**config.mk**
```make
export PLATFORM = sky130hd
export DESIGN_NAME = ped_request_ctrl_flat
export DESIGN_NICKNAME = d
export VERILOG_FILES = /design/src/rtl/ped_request_ctrl_pkg.sv /design/src/rtl/ped_request_ctrl_if.sv /design/src/rtl/ped_request_ctrl_debounce.sv /design/src/rtl/ped_request_ctrl.sv /design/src/flat_wrapper.sv
export SDC_FILE = /design/constraint.sdc
export NUM_CORES = 1
export LEC_CHECK = 0
export BUFFER_PORTS_ARGS = -buffer_cell sky130_fd_sc_hd__buf_2
export CORE_UTILIZATION = 41
export DETAILED_ROUTE_END_ITERATION = 10
export PLACE_DENSITY = 0.65
export SLEW_MARGIN = 30
export SYNTH_ARGS = -nofsm -noshare
export SYNTH_HDL_FRONTEND = slang
export SYNTH_HIERARCHICAL = 1
export SYNTH_SLANG_ARGS = --single-unit
```
**constraint.sdc**
```tcl
create_clock -name clk -period 3.93 [get_ports clk]
set_input_delay 0.393 -clock clk [delete_from_list [all_inputs] [get_ports clk]]
set_output_delay 0.393 -clock clk [all_outputs]
set_load 0.02 [all_outputs]
```
**src/rtl/ped_request_ctrl_pkg.sv**
```systemverilog
// Shared types and constants for the pedestrian request conditioner.
package ped_pkg;

  typedef enum logic [1:0] {
    IDLE    = 2'd0,
    PENDING = 2'd1,
    SERVING = 2'd2,
    LOCKOUT = 2'd3
  } ped_state_t;

  localparam int SYNC_DEPTH = 2;
  localparam int DB_CNT_W   = 4;

endpackage

```
**src/rtl/ped_request_ctrl_if.sv**
```systemverilog
// Button/controller-side signal bundle; req_count exists only with PED_REQ_CNT_EN.
interface ped_request_ctrl_if
`ifdef PED_REQ_CNT_EN
  #(parameter int CNT_W = 8)
`endif
  ;

  logic btn_raw;
  logic walk;
  logic ped;
  logic btn_clean;
  logic lockout;
`ifdef PED_REQ_CNT_EN
  logic [CNT_W-1:0] req_count;

  modport master (output btn_raw, walk, input ped, btn_clean, lockout, req_count);
  modport slave  (input btn_raw, walk, output ped, btn_clean, lockout, req_count);
`else
  modport master (output btn_raw, walk, input ped, btn_clean, lockout);
  modport slave  (input btn_raw, walk, output ped, btn_clean, lockout);
`endif

endinterface

```
**src/rtl/ped_request_ctrl_debounce.sv**
```systemverilog
// Two-flop synchroniser plus stability counter; btn_clean follows btn_sync
// only after DEBOUNCE_CYCLES consecutive disagreeing cycles.
module ped_debounce
  import ped_pkg::*;
#(
  parameter int DEBOUNCE_CYCLES = 4
) (
  input  logic clk,
  input  logic rst_n,
  input  logic btn_raw,
  output logic btn_clean
);

  localparam logic [DB_CNT_W-1:0] CNT_LAST = DB_CNT_W'(DEBOUNCE_CYCLES - 1);

  logic [SYNC_DEPTH-1:0] sync_q;
  logic [DB_CNT_W-1:0]   cnt;
  logic                  btn_sync;

  assign btn_sync = sync_q[SYNC_DEPTH-1];

  always_ff @(posedge clk or negedge rst_n) begin
    if (!rst_n) begin
      sync_q    <= '0;
      cnt       <= '0;
      btn_clean <= 1'b0;
    end else begin
      sync_q <= {sync_q[SYNC_DEPTH-2:0], btn_raw};
      // Any cycle of agreement restarts the stability window.
      if (btn_sync == btn_clean) begin
        cnt <= '0;
      end else if (cnt == CNT_LAST) begin
        btn_clean <= btn_sync;
        cnt       <= '0;
      end else begin
        cnt <= cnt + DB_CNT_W'(1);
      end
    end
  end

endmodule

```
**src/rtl/ped_request_ctrl.sv**
```systemverilog
// Conditions the push-button into a latched ped request with post-walk lockout
// and press queueing; PED_REQ_CNT_EN adds a saturating accepted-request counter.
module ped_request_ctrl
  import ped_pkg::*;
#(
  parameter int DEBOUNCE_CYCLES = 4,
  parameter int LOCKOUT_CYCLES  = 8
`ifdef PED_REQ_CNT_EN
  ,
  parameter int CNT_W           = 8
`endif
) (
  input  logic              clk,
  input  logic              rst_n,
  ped_request_ctrl_if.slave bus
);

  localparam logic [7:0] LOCK_LOAD = 8'(LOCKOUT_CYCLES);

  ped_state_t state, state_nxt;
  logic       clean_q;
  logic       walk_q;
  logic       press;
  logic       walk_fall;
  logic       queued, queued_nxt;
  logic       ped_q;
  logic [7:0] lock_cnt;
  logic       lock_last;

  ped_debounce #(
    .DEBOUNCE_CYCLES(DEBOUNCE_CYCLES)
  ) u_debounce (
    .clk      (clk),
    .rst_n    (rst_n),
    .btn_raw  (bus.btn_raw),
    .btn_clean(bus.btn_clean)
  );

  assign press     = bus.btn_clean & ~clean_q;
  assign walk_fall = walk_q & ~bus.walk;
  assign lock_last = (lock_cnt == 8'd1);

  always_ff @(posedge clk or negedge rst_n) begin
    if (!rst_n) begin
      state    <= IDLE;
      queued   <= 1'b0;
      ped_q    <= 1'b0;
      clean_q  <= 1'b0;
      walk_q   <= 1'b0;
      lock_cnt <= '0;
    end else begin
      state   <= state_nxt;
      queued  <= queued_nxt;
      ped_q   <= (state_nxt == PENDING);
      clean_q <= bus.btn_clean;
      walk_q  <= bus.walk;
      if (state == SERVING && state_nxt == LOCKOUT) begin
        lock_cnt <= LOCK_LOAD;
      end else if (state == LOCKOUT) begin
        lock_cnt <= lock_cnt - 8'd1;
      end
    end
  end

  always_comb begin
    state_nxt  = state;
    queued_nxt = queued;
    case (state)
      IDLE: begin
        if (press) state_nxt = PENDING;
      end
      PENDING: begin
        if (bus.walk) state_nxt = SERVING;
      end
      SERVING: begin
        queued_nxt = queued | press;
        if (walk_fall) begin
          // A zero-length lockout resolves the queue immediately.
          if (LOCKOUT_CYCLES == 0) begin
            state_nxt  = (queued | press) ? PENDING : IDLE;
            queued_nxt = 1'b0;
          end else begin
            state_nxt = LOCKOUT;
          end
        end
      end
      LOCKOUT: begin
        queued_nxt = queued | press;
        if (lock_last) begin
          state_nxt  = (queued | press) ? PENDING : IDLE;
          queued_nxt = 1'b0;
        end
      end
      default: begin
        state_nxt  = IDLE;
        queued_nxt = 1'b0;
      end
    endcase
  end

  always_comb begin
    bus.ped     = ped_q;
    bus.lockout = (state == LOCKOUT);
  end

`ifdef PED_REQ_CNT_EN
  logic [CNT_W-1:0] req_cnt;

  always_ff @(posedge clk or negedge rst_n) begin
    if (!rst_n) begin
      req_cnt <= '0;
    end else if (state != PENDING && state_nxt == PENDING && !(&req_cnt)) begin
      req_cnt <= req_cnt + CNT_W'(1);
    end
  end

  assign bus.req_count = req_cnt;
`endif

endmodule

```
**src/flat_wrapper.sv**
```systemverilog
// flat-port wrapper written by rule: the top's interface ports become plain ports
module ped_request_ctrl_flat import ped_pkg::*;
#(
  parameter int DEBOUNCE_CYCLES = 4,
  parameter int LOCKOUT_CYCLES  = 8

)
  (clk, rst_n, bus_btn_raw, bus_walk, bus_ped, bus_btn_clean, bus_lockout);
  ped_request_ctrl_if bus_i ();
  input  logic clk;
  input  logic rst_n;
  input wire logic [$bits(bus_i.btn_raw)-1:0] bus_btn_raw;
  input wire logic [$bits(bus_i.walk)-1:0] bus_walk;
  output wire logic [$bits(bus_i.ped)-1:0] bus_ped;
  output wire logic [$bits(bus_i.btn_clean)-1:0] bus_btn_clean;
  output wire logic [$bits(bus_i.lockout)-1:0] bus_lockout;
  assign bus_i.btn_raw = bus_btn_raw;
  assign bus_i.walk = bus_walk;
  assign bus_ped = bus_i.ped;
  assign bus_btn_clean = bus_i.btn_clean;
  assign bus_lockout = bus_i.lockout;
  ped_request_ctrl #(.DEBOUNCE_CYCLES(DEBOUNCE_CYCLES), .LOCKOUT_CYCLES(LOCKOUT_CYCLES)) u_core (.clk(clk), .rst_n(rst_n), .bus(bus_i));
endmodule
```
==> After elaboration in Yosys (flattened, before gate mapping) <==
Index checks and enable logic that the tools add are counted.
{ "totals": {"ff_bits": 21, "in_bits": 4, "output_inout_bits": 3, "word_cells": 42} }
{ "op_classes": {"n_addsub": 2, "n_eq_ne": 8, "n_mux": 12, "bitwise": 6, "reduce_logical": 5} }
{ "ops": {"columns": ["op", "n"], "rows": [
  ["two-way mux 8 bit", 2],
  ["== test 8 x 1 -> 1 bit (second input constant)", 1],
  ["two-way mux 2 bit", 4],
  ["two-way mux 4 bit", 2],
  ["one-hot mux 2 bit (4 select lines)", 1],
  ["subtractor 8 x 1 -> 8 bit (second input constant)", 1],
  ["== test 2 bit (second input constant)", 3],
  ["adder 4 x 1 -> 4 bit (second input constant)", 1],
  ["== test 2 x 1 -> 1 bit (second input constant)", 2],
  ["== test 4 x 2 -> 1 bit (second input constant)", 1],
  ["nonzero test 2 bit", 2],
  ["inverter 1 bit", 3],
  ["AND 1 bit", 2],
  ["logical NOT 2 bit", 1],
  ["two-way mux 1 bit", 2],
  ["one-hot mux 1 bit (2 select lines)", 1],
  ["AND reduction 2 bit", 1],
  ["== test 1 bit", 1],
  ["logical AND 1 bit", 1],
  ["OR 1 bit", 1]
]} }

==> Depth between registers and ports, before layout <==
Gate-level depths: netlist (run 1).
{ "depth": {"ltp_word": 9, "mapped_depth": 6, "depth_no_buf": 6} }

==> Modules after synthesis <==
The synthesis (run 1) kept the hierarchy.
{ "by_module_without_submodules": {"columns": ["module", "n_inst", "cells_per_inst", "area_each_um2", "seq_area_each_um2"], "rows": [
  ["ped_request_ctrl", 1, 64, 673.1, 350.3],
  ["ped_debounce", 1, 20, 280.3, 175.2]
]} }

==> Worst setup path after synthesis (run 1) <==
No wires, ideal clock.
{ "synth_timing": {"kind": "flip-flop to flip-flop", "start": "register u_core.lock_cnt[3]", "end": "register u_core.lock_cnt[7]", "setup_time_ps": 79, "arrival_time_ps": 1515, "required_ps": 3851, "slack_ps": 2335, "path_stages_with_launch": 5, "n_path_buf": 0, "synth_period_minus_slack_ps": 1595, "path_cell_list": "dfrtp_1 > or3_4 > or4_4 > nor3_2 > mux2i_1"} }
{ "synth_between": {"elab_chain_cells": 6, "elab_cells_between_ends": 9, "classes_between": "add/sub (1); eq/ne (2); mux (4); reduce/logical (2)"} }
{ "synth_rtl": {"columns": ["item", "line_no", "text"], "rows": [
  ["start, declared", "ped_request_ctrl.sv:27", "logic [7:0] lock_cnt;"],
  ["start signal, assigned", "ped_request_ctrl.sv:60", "lock_cnt <= lock_cnt - 8'd1;"],
  ["== test 8 x 1 -> 1 bit", "ped_request_ctrl.sv:41", "assign lock_last = (lock_cnt == 8'd1);"],
  ["two-way mux 2 bit", "ped_request_ctrl.sv:89", "if (lock_last) begin"],
  ["one-hot mux 2 bit (4 select lines)", "ped_request_ctrl.sv:68", "case (state)"],
  ["== test 2 bit", "ped_request_ctrl.sv:57", "if (state == SERVING && state_nxt == LOCKOUT) begin"],
  ["logical AND 1 bit", "ped_request_ctrl.sv:57", null],
  ["two-way mux 8 bit / nonzero test 2 bit (equally long branches)", null, null]
]} }
Several ways; a longest one is shown, not always the timed one. The select of a mux whose other input is x is not followed.
A chain may end at the register's enable or synchronous reset.

==> Worst setup path in the final report (run 1) <==
{ "layout_timing": {"start": "register u_core.lock_cnt[2]", "end": "register u_core.lock_cnt[7]"} }
Same word-level chain as after synthesis.

==> results of run 1 <==
-- per-stage QoR --
step                      setup slack (ns)  utilization [%]
after global routing                  2.08             46.7
after global placement                2.28             45.5
after floorplan                       2.34                -
final                                 2.22             46.7
after CTS                             2.22             46.7
after detailed placement              2.23             45.5
-- flip-flops by register name, indices dropped and copies added (netlist names) --
| register | cells |
|---|---|
| u_core/clean_q | 1 |
| u_core/u_debounce/sync_q | 2 |
| u_core/lock_cnt | 8 |
| u_core/state | 2 |
| u_core/queued | 1 |
| u_core/walk_q | 1 |
| u_core/u_debounce/cnt | 4 |
| u_core/bus.ped | 1 |
| u_core/u_debounce/btn_clean | 1 |
-- area by class of cell --
| cell class | count | area (sq um) | area share (%) |
|---|---|---|---|
| flip-flops and latches | 21 | 526 | 50.9 |
| inverters | 4 | 15.0 | 1.45 |
| well taps | 28 | 35.0 | 3.39 |
| clock buffers | 4 | 26.3 | 2.55 |
| repair buffers | 6 | 30.0 | 2.91 |
| multi-input cells | 57 | 400 | 38.8 |
-- cells by family (layout without fill, tap and decap cells) --
family                     Yosys count  count (layout)  synth area share, %
muxes                                3               3                 3.28
xor gates and xnor gates             3               3                 2.76
DFF                                 21              21                 55.1
AOI/OAI and AO/OA                   16              16                 9.45
adders and majority gates            3               3                 3.94
buffers and inverters                6              14                 2.89
and+or+nand+nor                     32              32                 22.6
-- placed cells by master, fill, tap and decap left out, drive strengths merged, types with 4 or more instances in the layout --
cell	instances
a21oi	6
buf	6
clkbuf	4
dfrtp	21
inv	4
nand2	4
nand3	6
nor2	6
nor3	4
o21ai	7
-- power breakdown --
group | switching (mW) | internal, mW | total, mW
registers | 0.0663 | 0.288 | 0.354
logic | 0.108 | 0.0908 | 0.199
clock network | 0.0585 | 0.0395 | 0.0980
total | 0.233 | 0.418 | 0.651
-- cell usage after synthesis, drive strengths merged, types with 2 or more instances --
cell type,number,area [sq um]
mux2i,2,20.0
o21ai,7,35.0
buf,2,12.5
xnor2,3,26.3
nor3b,2,20.0
nand3,6,30.0
nor2,6,22.5
nor3,4,25.0
dfrtp,21,526
inv,4,15.0
nor4,2,18.8
ha,3,37.5
nand2,4,31.3
a21oi,6,30.0
nor2b,2,12.5
-- worst paths after layout --
kind | end | depth (start not counted)
worst max-delay path | u_core/lock_cnt[7] | 4
worst min-delay path | u_core/lock_cnt[3] | 1
min in group clk | u_core/u_debounce/sync_q[0] | 1
worst max register to register | u_core/lock_cnt[7] | 4
worst min register to register | u_core/u_debounce/sync_q[1] | 0
max in group asynchronous | u_core/state[1] | 1
-- worst max-delay path, delay by kind of cell (launching register included) --
family | cells | cell delay (ns)
and+or+nand+nor | 3 | 1.01
DFF | 1 | 0.43
muxes | 1 | 0.20
-- routing by layer --
metal / track usage [%] / vias up / share of wire, %
met3: 2.73 / 2 / 2.7
met2: 20.9 / 8 / 47
met1: 19.1 / 314 / 50
met5: 0 / - / 0
met4: 10.0 / 0 / 0.87
li1: - / 318 / -
==> results.md, run 1 <==
- In this run the number of H-tree levels came out at 1.
- The reported leakage power is 0.435 nW.
- The largest driver fanout on the critical path is 5.
- The number of standard-cell rows in the floorplan is 17.
- The detailed router finished its first iteration with 6 violations.
- The share of layout cells above drive strength 1 is 16.3%.
- The critical path goes through or3_4, or4_4, nor3_2, mux2i_1.
- For the final routed database, the setup TNS stands at 0 ns.
- The first global-routing pass estimated about 2600 microns of wire.
- At the worst endpoint, the required time is 4.15 ns.
- The flip-flop and latch count after synthesis is 21.
- The root buffer cell chosen for the clock tree is clkbuf_4.
- The die outline area is around 2500 sq um.
- The post-layout minimum cycle time is ~1.7 ns.
- STA classifies the critical path endpoint as a flip-flop.
- The critical register-to-register path startpoint is u_core/lock_cnt[2].
- Pin placement for this block handled 7 I/O pins.
- The overall via count from detail_route is 642.
- Across every metal layer, demand over resource in global routing totals 14.4%.
- The setup skew after layout is 0.00253 ns.
- The flop-to-flop setup slack is 2.22 ns.
- The number of warnings reported in the yosys synthesis log is 6.
- For the worst-skew pair, the clock arrives at the later sink with an insertion delay of 0.29 ns.
- The repair_antennas step left the layout with diodes totalling 0.
- Routability-driven placement finished with a final weighted congestion of 0.753.
- The initial antenna violation count is 0.
- The final hold violation count is 0.
- The worst pin sits at a relative slew slack of between 60 and 70%.
- The number of distinct library cells after synthesis is 30.
- The area added between synthesis and finish is 8.27%.
- The sequential fraction of the synthesis area is between 50% and 60%.
- Setup violations remaining at the end of the flow were counted as 0.
- TritonCTS built the clock tree.
- Power comes to 0.651 mW.
- The area of the core is 2210 sq um.
- Clock-pin slew was measured on the worst setup and hold paths at 0.10 ns.
- The number of gates given a new drive strength after cts is 0.
- Detailed placement finished with a half-perimeter wire length of 1080 microns.
- Summed over all layers, the global routing overflow is 0.
- Hold is met by 0.0359 ns.
- Entering global routing, the biggest net connects 22 pins.
- The chip width is 50.2 microns.
- The post-CTS setup-driven buffer insertion count is 0.
- The stage delay of the slowest cell on the critical path is 0.45 ns.
- In this run the tool buffered the top-level ports with 6 buffer cells.
- The layout has 222 filler cells.
- The share of the cycle needed by the critical path after routing is 43.5%.
- Using the TritonRoute via totals, the vias-per-cell ratio works out to 5.35.
- The critical path is of the reg2reg type.
- The number of pins exceeding their max-slew limit in the final report was 0.
- The net count of the finished layout is 100.
- The final design area excluding fillers is 1030 sq um.
- The mean post-synth cell area is 11.4 sq um.
- The transition time at the pin with the least slew margin is 0.464 ns.
- The area of placed instances is approximately 1000 sq um.
- For this design, the sink count on the clock tree is 21.
- Once detail routing completed, the nets flagged for antenna violations numbered 0.
- The most used flip-flop cell after synthesis is dfrtp_1.
- The startpoint class of the critical path is a flip-flop.
- The number of buffers added by the clock tree synthesis step is 3.
- The number of standard cells after synthesis is 84.
- The worst-case IR drop observed on VDD is 0.000277 V.
- The net count after synthesis is 91.
- The count of unresolved DRC violations after routing is 0.
- The run finished with clean final reports.
- In this run the power density over the cells is 631 nW/um^2.
- Derived from the worst setup path, the maximum achievable clock frequency is about 580 MHz.
- Data arrives at the worst endpoint at 1.93 ns.
- The class of the tightest hold or removal check is in2async.
- The post-detailed-routing wire length is about 1500 microns.
- The critical path's slowest cell is or4_4.
- The number of non-filler instances in the completed layout is 120.
- The max capacitance violation total is 0.
- The share of flip-flops with an asynchronous set or reset is 100%.
- Including well taps, the total number of placed cells is 116.
- The number of flops mapped to enable cells by yosys is 0.
- The number of global-route vias before repair is roughly 600.
- The count of hold buffers inserted by post-cts repair is 0.
- For this configuration, the core starts out at a cell density of 43.1%.
- The mapped netlist covers 953 sq um.
- Setup repair after global routing left no endpoint under its margin.
- Counting along the longest clock path gives a buffer depth of 2.
- The vertical die dimension is 50.2 microns.
- The average detailed-routed wire length per instance is 12.4 microns.
- The first detailed-routing pass ran for 4 iterations.
- The launch point of the critical path is u_core/lock_cnt[2].
Note: power is estimated with default switching activity, not from simulation.
==> run 2, diff against run 1 <==
==> constraint.sdc (replaced) <==
create_clock -name clk -period 1.73 [get_ports clk]
set_input_delay 0.173 -clock clk [delete_from_list [all_inputs] [get_ports clk]]
set_output_delay 0.173 -clock clk [all_outputs]
set_load 0.02 [all_outputs]
==> run 2 against run 1 <==
Net effect: total power grew 150%; via count grew 4.0%; highest routed layer unchanged; largest cell class unchanged; register-to-register slack lost 2.2 ns; critical path depth is the same; clock power grew 150%; maximum frequency grew 2.2%.
==> results.md, run 2 (same netlist as run 1, synthesis figures left out) <==
- The number of filler instances in the final layout is 217 (was 222).
- The area added between synthesis and finish came to 19.2% (was 8.27%).
- The area of the core is 2210 sq um (unchanged).
- The count of unresolved DRC violations after routing came to 0 (unchanged).
- The commonest non-fill, non-tap cell in the layout is dfrtp_1 (unchanged).
- The total clock sinks was 21 (unchanged).
- The startpoint class of the critical path was a flip-flop (unchanged).
- The max capacitance violation total is 0 (unchanged).
- The routed length on met3 is 80 microns (was 40 microns).
- The area of placed instances is 1050 sq um (was 1010 sq um).
- The number of H-tree branching levels was 1 (unchanged).
- The clock latency reported for the late side of the worst-skew pair was 0.31 ns (was 0.29 ns).
- The share of the cycle needed by the critical path after routing is 96.8% (was 43.5%).
- The largest buffer count on any clock path is 2 (unchanged).
- The buffer type at the clock tree root was clkbuf_4 (unchanged).
- The class of the tightest hold or removal check is in2async (unchanged).
- The top layer reached by signal wires is met4 (unchanged).
- The final hold violation count is 0 (unchanged).
- The post-detailed-routing wire length is 1720 microns (was 1490 microns).
- The setup skew after layout was 0.00697 ns (was 0.00253 ns).
- Registers with the most flip-flops: u_core/lock_cnt (8), u_core/u_debounce/cnt (4) (unchanged).
- The effective utilization at floorplan is 43.1% (unchanged).
- The power density over cell area came to 1420 nW/um^2 (was 631 nW/um^2).
- The total power after layout is 1.62 mW (was 0.651 mW).
- The residual antenna-violating net count after detailed routing came to 0 (unchanged).
- The maximum ir drop on the vdd rail is 0.000599 V (was 0.000277 V).
- The number of buffers added by the clock tree synthesis step is 3 (unchanged).
- The share of layout cells above drive strength 1 is 23.1% (was 16.3%).
- The clock transition at the register clock pins on the worst setup and hold paths after CTS is 0.12 ns (was 0.10 ns).
- The sum of net half-perimeters after detailed placement is 1130 microns (was 1080 microns).
- The number of pins exceeding their max-slew limit in the final report was 0 (unchanged).
- The critical path data required time is 1.97 ns (was 4.15 ns).
- The largest driver fanout on the critical path was 4 (was 5).
- The routed wire length on met2 was 778 microns (was 694 microns).
- The initial antenna violation count is 0 (unchanged).
- The final design area excluding fillers came to 1140 sq um (was 1030 sq um).
- The final sum of negative setup slack was 0 ns (unchanged).
- The upper clock frequency limit is 597 MHz (was 585 MHz).
- The worst slew slack as a fraction of its limit was 68.8% (was 69.1%).
- The endpoint class of the critical path is a flip-flop (unchanged).
- The post-layout minimum cycle time came to 1.67 ns (was 1.71 ns).
- The wire length of the first global-routing pass came to 2760 microns (was 2620 microns).
- The count of input and output buffers is 6 (unchanged).
- The number of global-route vias before repair was 618 (was 595).
- The die outline area is 2520 sq um (unchanged).
- Result of the run: complete, no violations (unchanged).
- The routability-driven placement congestion ratio was 0.756 (was 0.753).
- The total track usage is 15.1% (was 14.4%).
- The worst path arrival time is 1.91 ns (was 1.93 ns).
- The vias per cell was 5.06 (was 5.35).
- The chip width is 50.2 microns (unchanged).
- The worst setup path category is reg2reg (unchanged).
- Most used cells in the layout excluding fill and tap cells: dfrtp_1, buf_4, o21ai_0 (was dfrtp_1, o21ai_0).
- The number of primary I/O pins came to 7 (unchanged).
- The overall via count from detail_route is 668 (was 642).
- The violation count after the first detailed-route iteration is 6 (unchanged).
- The number of flip-flops under the largest register name came to 8 (unchanged).
- The vertical die dimension was 50.2 microns (unchanged).
- The largest net degree at the start of global routing is 22 (unchanged).
- The transition time at the pin with the least slew margin is 0.468 ns (was 0.464 ns).
- The TritonCTS clock tree is yes (unchanged).
- The number of optimization iterations in the first detailed-route pass is 4 (unchanged).
- The number of antenna diodes was 0 (unchanged).
- The routed length on met1 is 830 microns (was 738 microns).
- The reported leakage power is 0.492 nW (was 0.435 nW).
- The number of nets in the layout is 112 (was 100).
- The final setup violation count was 0 (unchanged).
- The number of standard-cell rows in the floorplan came to 17 (unchanged).
- The final global-route overflow total came to 0 (unchanged).
- The register name with the most flops is u_core/lock_cnt (unchanged).
- The average detailed-routed wire length per instance came to 13.0 microns (was 12.4 microns).
-- run 2: cell count changes in the layout (fill, tap and decap cells not counted), sizes merged --
| cell | change |
|---|---|
| dlygate4sd3 | +3 |
| buf | +9 |
-- run 2: final timing paths --
path                                              from                           to  slack, ns  cells past startpoint
min                                              rst_n     u_core/u_debounce/cnt[0]       0.34                      2
max in group asynchronous                        rst_n     u_core/u_debounce/cnt[2]       1.07                      2
max reg2reg                         u_core/lock_cnt[2]           u_core/lock_cnt[7]       0.06                      4
min in group clk           u_core/u_debounce/sync_q[0]  u_core/u_debounce/sync_q[1]       0.36                      0
max                                 u_core/lock_cnt[2]           u_core/lock_cnt[7]       0.06                      4
min reg2reg                u_core/u_debounce/sync_q[0]  u_core/u_debounce/sync_q[1]       0.36                      0
-- run 2: cell type report --
class | count | area, sq um | share of cell area (%)
multi-input cells | 57 | 407 | 35.8
flip-flops and latches | 21 | 526 | 46.3
clock buffers | 4 | 26.3 | 2.31
inverters | 4 | 15.0 | 1.32
well taps | 28 | 35.0 | 3.08
repair buffers | 18 | 128 | 11.2
-- run 2: worst max-delay path, stage by stage, from the launching register on --
cell     delay, ns
dfrtp_1       0.42
or3_4         0.40
or4_4         0.46
nor3_4        0.13
mux2i_1       0.19
-- run 2: power breakdown --
part           internal, mW  switching (mW)
clock network        0.0900           0.152
registers             0.653           0.135
logic                 0.286           0.301
-- run 2: layer usage --
layer	track usage, %	vias up
met5	0	-
met4	4.76	0
met3	6.97	4
met2	22.4	16
met1	19.3	312
li1	-	336
-- run 2: stage by stage --
step	util, %	worst slack (ns)	hold WS, ns	cells
6_report	51.4	0.0561	0.335	132
5_1_grt	51.4	-0.0410	0.369	132
4_1_cts	49.6	0.0382	0.00974	128
3_5_place_dp	47.5	0.0558	0.159	122
3_3_place_gp	47.5	0.0871	0.149	122
2_1_floorplan	-	0.135	-0.123	84
-- run 2: repair_timing --
| action | 4_1_cts | 5_1_grt |
|---|---|---|
| hold buffers | 2 | 1 |
| resized for setup | 0 | 1 |
| buffers inserted | 0 | 3 |
| setup endpoints to repair | 0 | 1 |
| hold endpoints to repair | 22 | 1 |
==> run 3, diff against run 2 <==
--- a/config.mk
+++ b/config.mk
@@ -8,7 +8,7 @@
 export BUFFER_PORTS_ARGS = -buffer_cell sky130_fd_sc_hd__buf_2
 export CORE_UTILIZATION = 41
 export DETAILED_ROUTE_END_ITERATION = 10
-export PLACE_DENSITY = 0.65
+export PLACE_DENSITY_LB_ADDON = 0.05
 export SLEW_MARGIN = 30
 export SYNTH_ARGS = -nofsm -noshare
 export SYNTH_HDL_FRONTEND = slang
==> run 3 against run 2 <==
Net effect: sequential power decreased by 1%; combinational power decreased by 8.2%; final area decreased by 1.1%; critical path type unchanged; flip-flop and latch count unchanged; register-to-register slack improved by 0.02 ns; via count decreased by 1.9%; non-clock buffer count decreased by 1; clock skew decreased by 0.0032 ns; largest cell class unchanged; core utilization decreased by 0.57 points; setup slack improved by 0.016 ns; highest routed layer unchanged; routed wire length decreased by 4.3%; critical endpoint unchanged.
==> results.md, run 3 (same netlist as run 1, synthesis figures left out) <==
- The vertical die dimension is 50.2 microns (unchanged).
- The critical path data required time is 1.97 ns (about the same).
- The violation count after the first detailed-route iteration is 15 (was 6).
- The worst setup path category is reg2reg (unchanged).
- Most used cells in the layout excluding fill and tap cells: dfrtp_1, buf_4, o21ai_0 (unchanged).
- The endpoint class of the critical path is a flip-flop (unchanged).
- The overall via count from detail_route was 655 (was 668).
- The number of buffers added by the clock tree synthesis step came to 3 (unchanged).
- The final setup violation count was 0 (unchanged).
- The clock transition at the register clock pins on the worst setup and hold paths after CTS was 0.12 ns (about the same).
- The initial antenna violation count came to 0 (unchanged).
- The largest driver fanout on the critical path is 5 (was 4).
- The total clock sinks is 21 (unchanged).
- The routability-driven placement congestion ratio is 0.733 (was 0.756).
- The setup skew after layout is 0.00373 ns (was 0.00697 ns).
- The transition time at the pin with the least slew margin is 0.455 ns (was 0.468 ns).
- The number of primary I/O pins is 7 (unchanged).
- The buffer type at the clock tree root is clkbuf_4 (unchanged).
- The final design area excluding fillers is 1120 sq um (was 1140 sq um).
- The chip width came to 50.2 microns (unchanged).
- The number of antenna diodes was 0 (unchanged).
- The average detailed-routed wire length per instance came to 12.6 microns (was 13.0 microns).
- The area of the core was 2210 sq um (unchanged).
- The number of filler instances in the final layout was 209 (was 217).
- The worst slew slack as a fraction of its limit is 69.7% (was 68.8%).
- The clock latency reported for the late side of the worst-skew pair is 0.30 ns (was 0.31 ns).
- The upper clock frequency limit is 603 MHz (was 597 MHz).
- The final sum of negative setup slack is 0 ns (unchanged).
- The number of optimization iterations in the first detailed-route pass came to 4 (unchanged).
- The launch point of the critical path was u_core/lock_cnt[3] (was u_core/lock_cnt[2]).
- The number of H-tree branching levels was 1 (unchanged).
- The count of unresolved DRC violations after routing is 0 (unchanged).
- The residual antenna-violating net count after detailed routing is 0 (unchanged).
- The critical register-to-register path startpoint is u_core/lock_cnt[3] (was u_core/lock_cnt[2]).
- Setup repair after global routing left no endpoint under its margin.
- The reported leakage power is 0.488 nW (was 0.492 nW).
- The number of flip-flops under the largest register name is 8 (unchanged).
- The effective utilization at floorplan is 43.1% (unchanged).
- The area of placed instances is 1060 sq um (was 1050 sq um).
- The final global-route overflow total was 0 (unchanged).
- The startpoint class of the critical path is a flip-flop (unchanged).
- Registers with the most flip-flops: u_core/lock_cnt (8), u_core/u_debounce/cnt (4) (unchanged).
- The vias per cell is 5.00 (was 5.06).
- The commonest non-fill, non-tap cell in the layout was dfrtp_1 (unchanged).
- The number of standard-cell rows in the floorplan is 17 (unchanged).
- The sum of net half-perimeters after detailed placement is 1200 microns (was 1130 microns).
- The max capacitance violation total is 0 (unchanged).
- Result of the run: complete, no violations (unchanged).
- The number of pins exceeding their max-slew limit in the final report is 0 (unchanged).
- The wire length of the first global-routing pass is 2830 microns (was 2760 microns).
- The power density over cell area was 1380 nW/um^2 (was 1420 nW/um^2).
- The final hold violation count was 0 (unchanged).
- The maximum ir drop on the vdd rail is 0.000686 V (was 0.000599 V).
- The area added between synthesis and finish came to 17.8% (was 19.2%).
- The share of layout cells above drive strength 1 is 23.3% (was 23.1%).
- The count of input and output buffers is 6 (unchanged).
- The post-layout minimum cycle time is 1.66 ns (was 1.67 ns).
- The largest net degree at the start of global routing was 22 (unchanged).
- The total track usage is 15.4% (was 15.1%).
- The register name with the most flops was u_core/lock_cnt (unchanged).
- The share of the cycle needed by the critical path after routing is 95.8% (was 96.8%).
- The worst path arrival time is 1.90 ns (was 1.91 ns).
- The largest buffer count on any clock path came to 2 (unchanged).
- The number of nets in the layout is 111 (was 112).
- The post-detailed-routing wire length is 1650 microns (was 1720 microns).
- The number of gates given a new drive strength after cts is 0 (unchanged).
- The class of the tightest hold or removal check is in2async (unchanged).
- The TritonCTS clock tree is yes (unchanged).
- The number of global-route vias before repair is 638 (was 618).
- The die outline area is 2520 sq um (unchanged).
## run 3: where the power goes
part	internal, mW	switching (mW)	total (mW)
Clock	0.0862	0.150	0.237
Combinational	0.262	0.277	0.539
Sequential	0.653	0.124	0.777
Total	1.00	0.551	1.55
## run 3: timing repair
action                                  CTS  global route
hold buffers                              3             0
hold endpoints to repair                 23             0
endpoints found under the setup margin    0             1
setup buffers                             0             1
## run 3: layer usage
layer  vias to the layer above  track usage [%]  wire length [microns]
li1                        336                -                      -
met1                       308             19.4                    832
met2                         7             23.6                    750
met3                         4             3.64                     32
met4                         0             10.0                     31
met5                         -                0                      0
## run 3: worst max-delay path, stage by stage (launching register included)
cell	delay, ns
dfrtp_1	0.42
or3_4	0.41
or4_4	0.44
nor3_2	0.14
mux2i_1	0.19
## run 3: per-stage QoR
| stage | worst slack, ns | hold slack, ns | total power, mW | cells | utilization (%) |
|---|---|---|---|---|---|
| 6_report | 0.0721 | 0.334 | 1.55 | 131 | 50.8 |
| 5_1_grt | 0.00216 | 0.372 | 1.69 | 131 | 50.8 |
| 4_1_cts | 0.0555 | 0.351 | 1.57 | 130 | 50.5 |
| 3_5_place_dp | 0.0842 | 0.155 | 1.32 | 123 | 47.9 |
| 3_3_place_gp | 0.0849 | 0.153 | 1.31 | 123 | 47.9 |
| 2_1_floorplan | 0.135 | -0.123 | 1.14 | 84 | - |
## run 3: cell type report
class	instances	area (sq um)	share of cell area (%)
timing repair buffer	17	120	10.7
tap	28	35.0	3.12
clock buffer	3	22.5	2.00
clock inverter	1	5.00	0.445
sequential	21	526	46.8
inverter	4	15.0	1.34
multi-input combinational	57	400	35.6
## run 3: final timing paths
| path | end | slack [ns] | depth (start not counted) |
|---|---|---|---|
| hold / removal | u_core/state[1] | 0.33 | 2 |
| setup / recovery | u_core/lock_cnt[7] | 0.07 | 4 |
| min in group clk | u_core/u_debounce/sync_q[1] | 0.36 | 0 |
| setup reg to reg | u_core/lock_cnt[7] | 0.07 | 4 |
| hold reg to reg | u_core/u_debounce/sync_q[1] | 0.36 | 0 |
| max in group asynchronous | u_core/lock_cnt[2] | 1.08 | 2 |
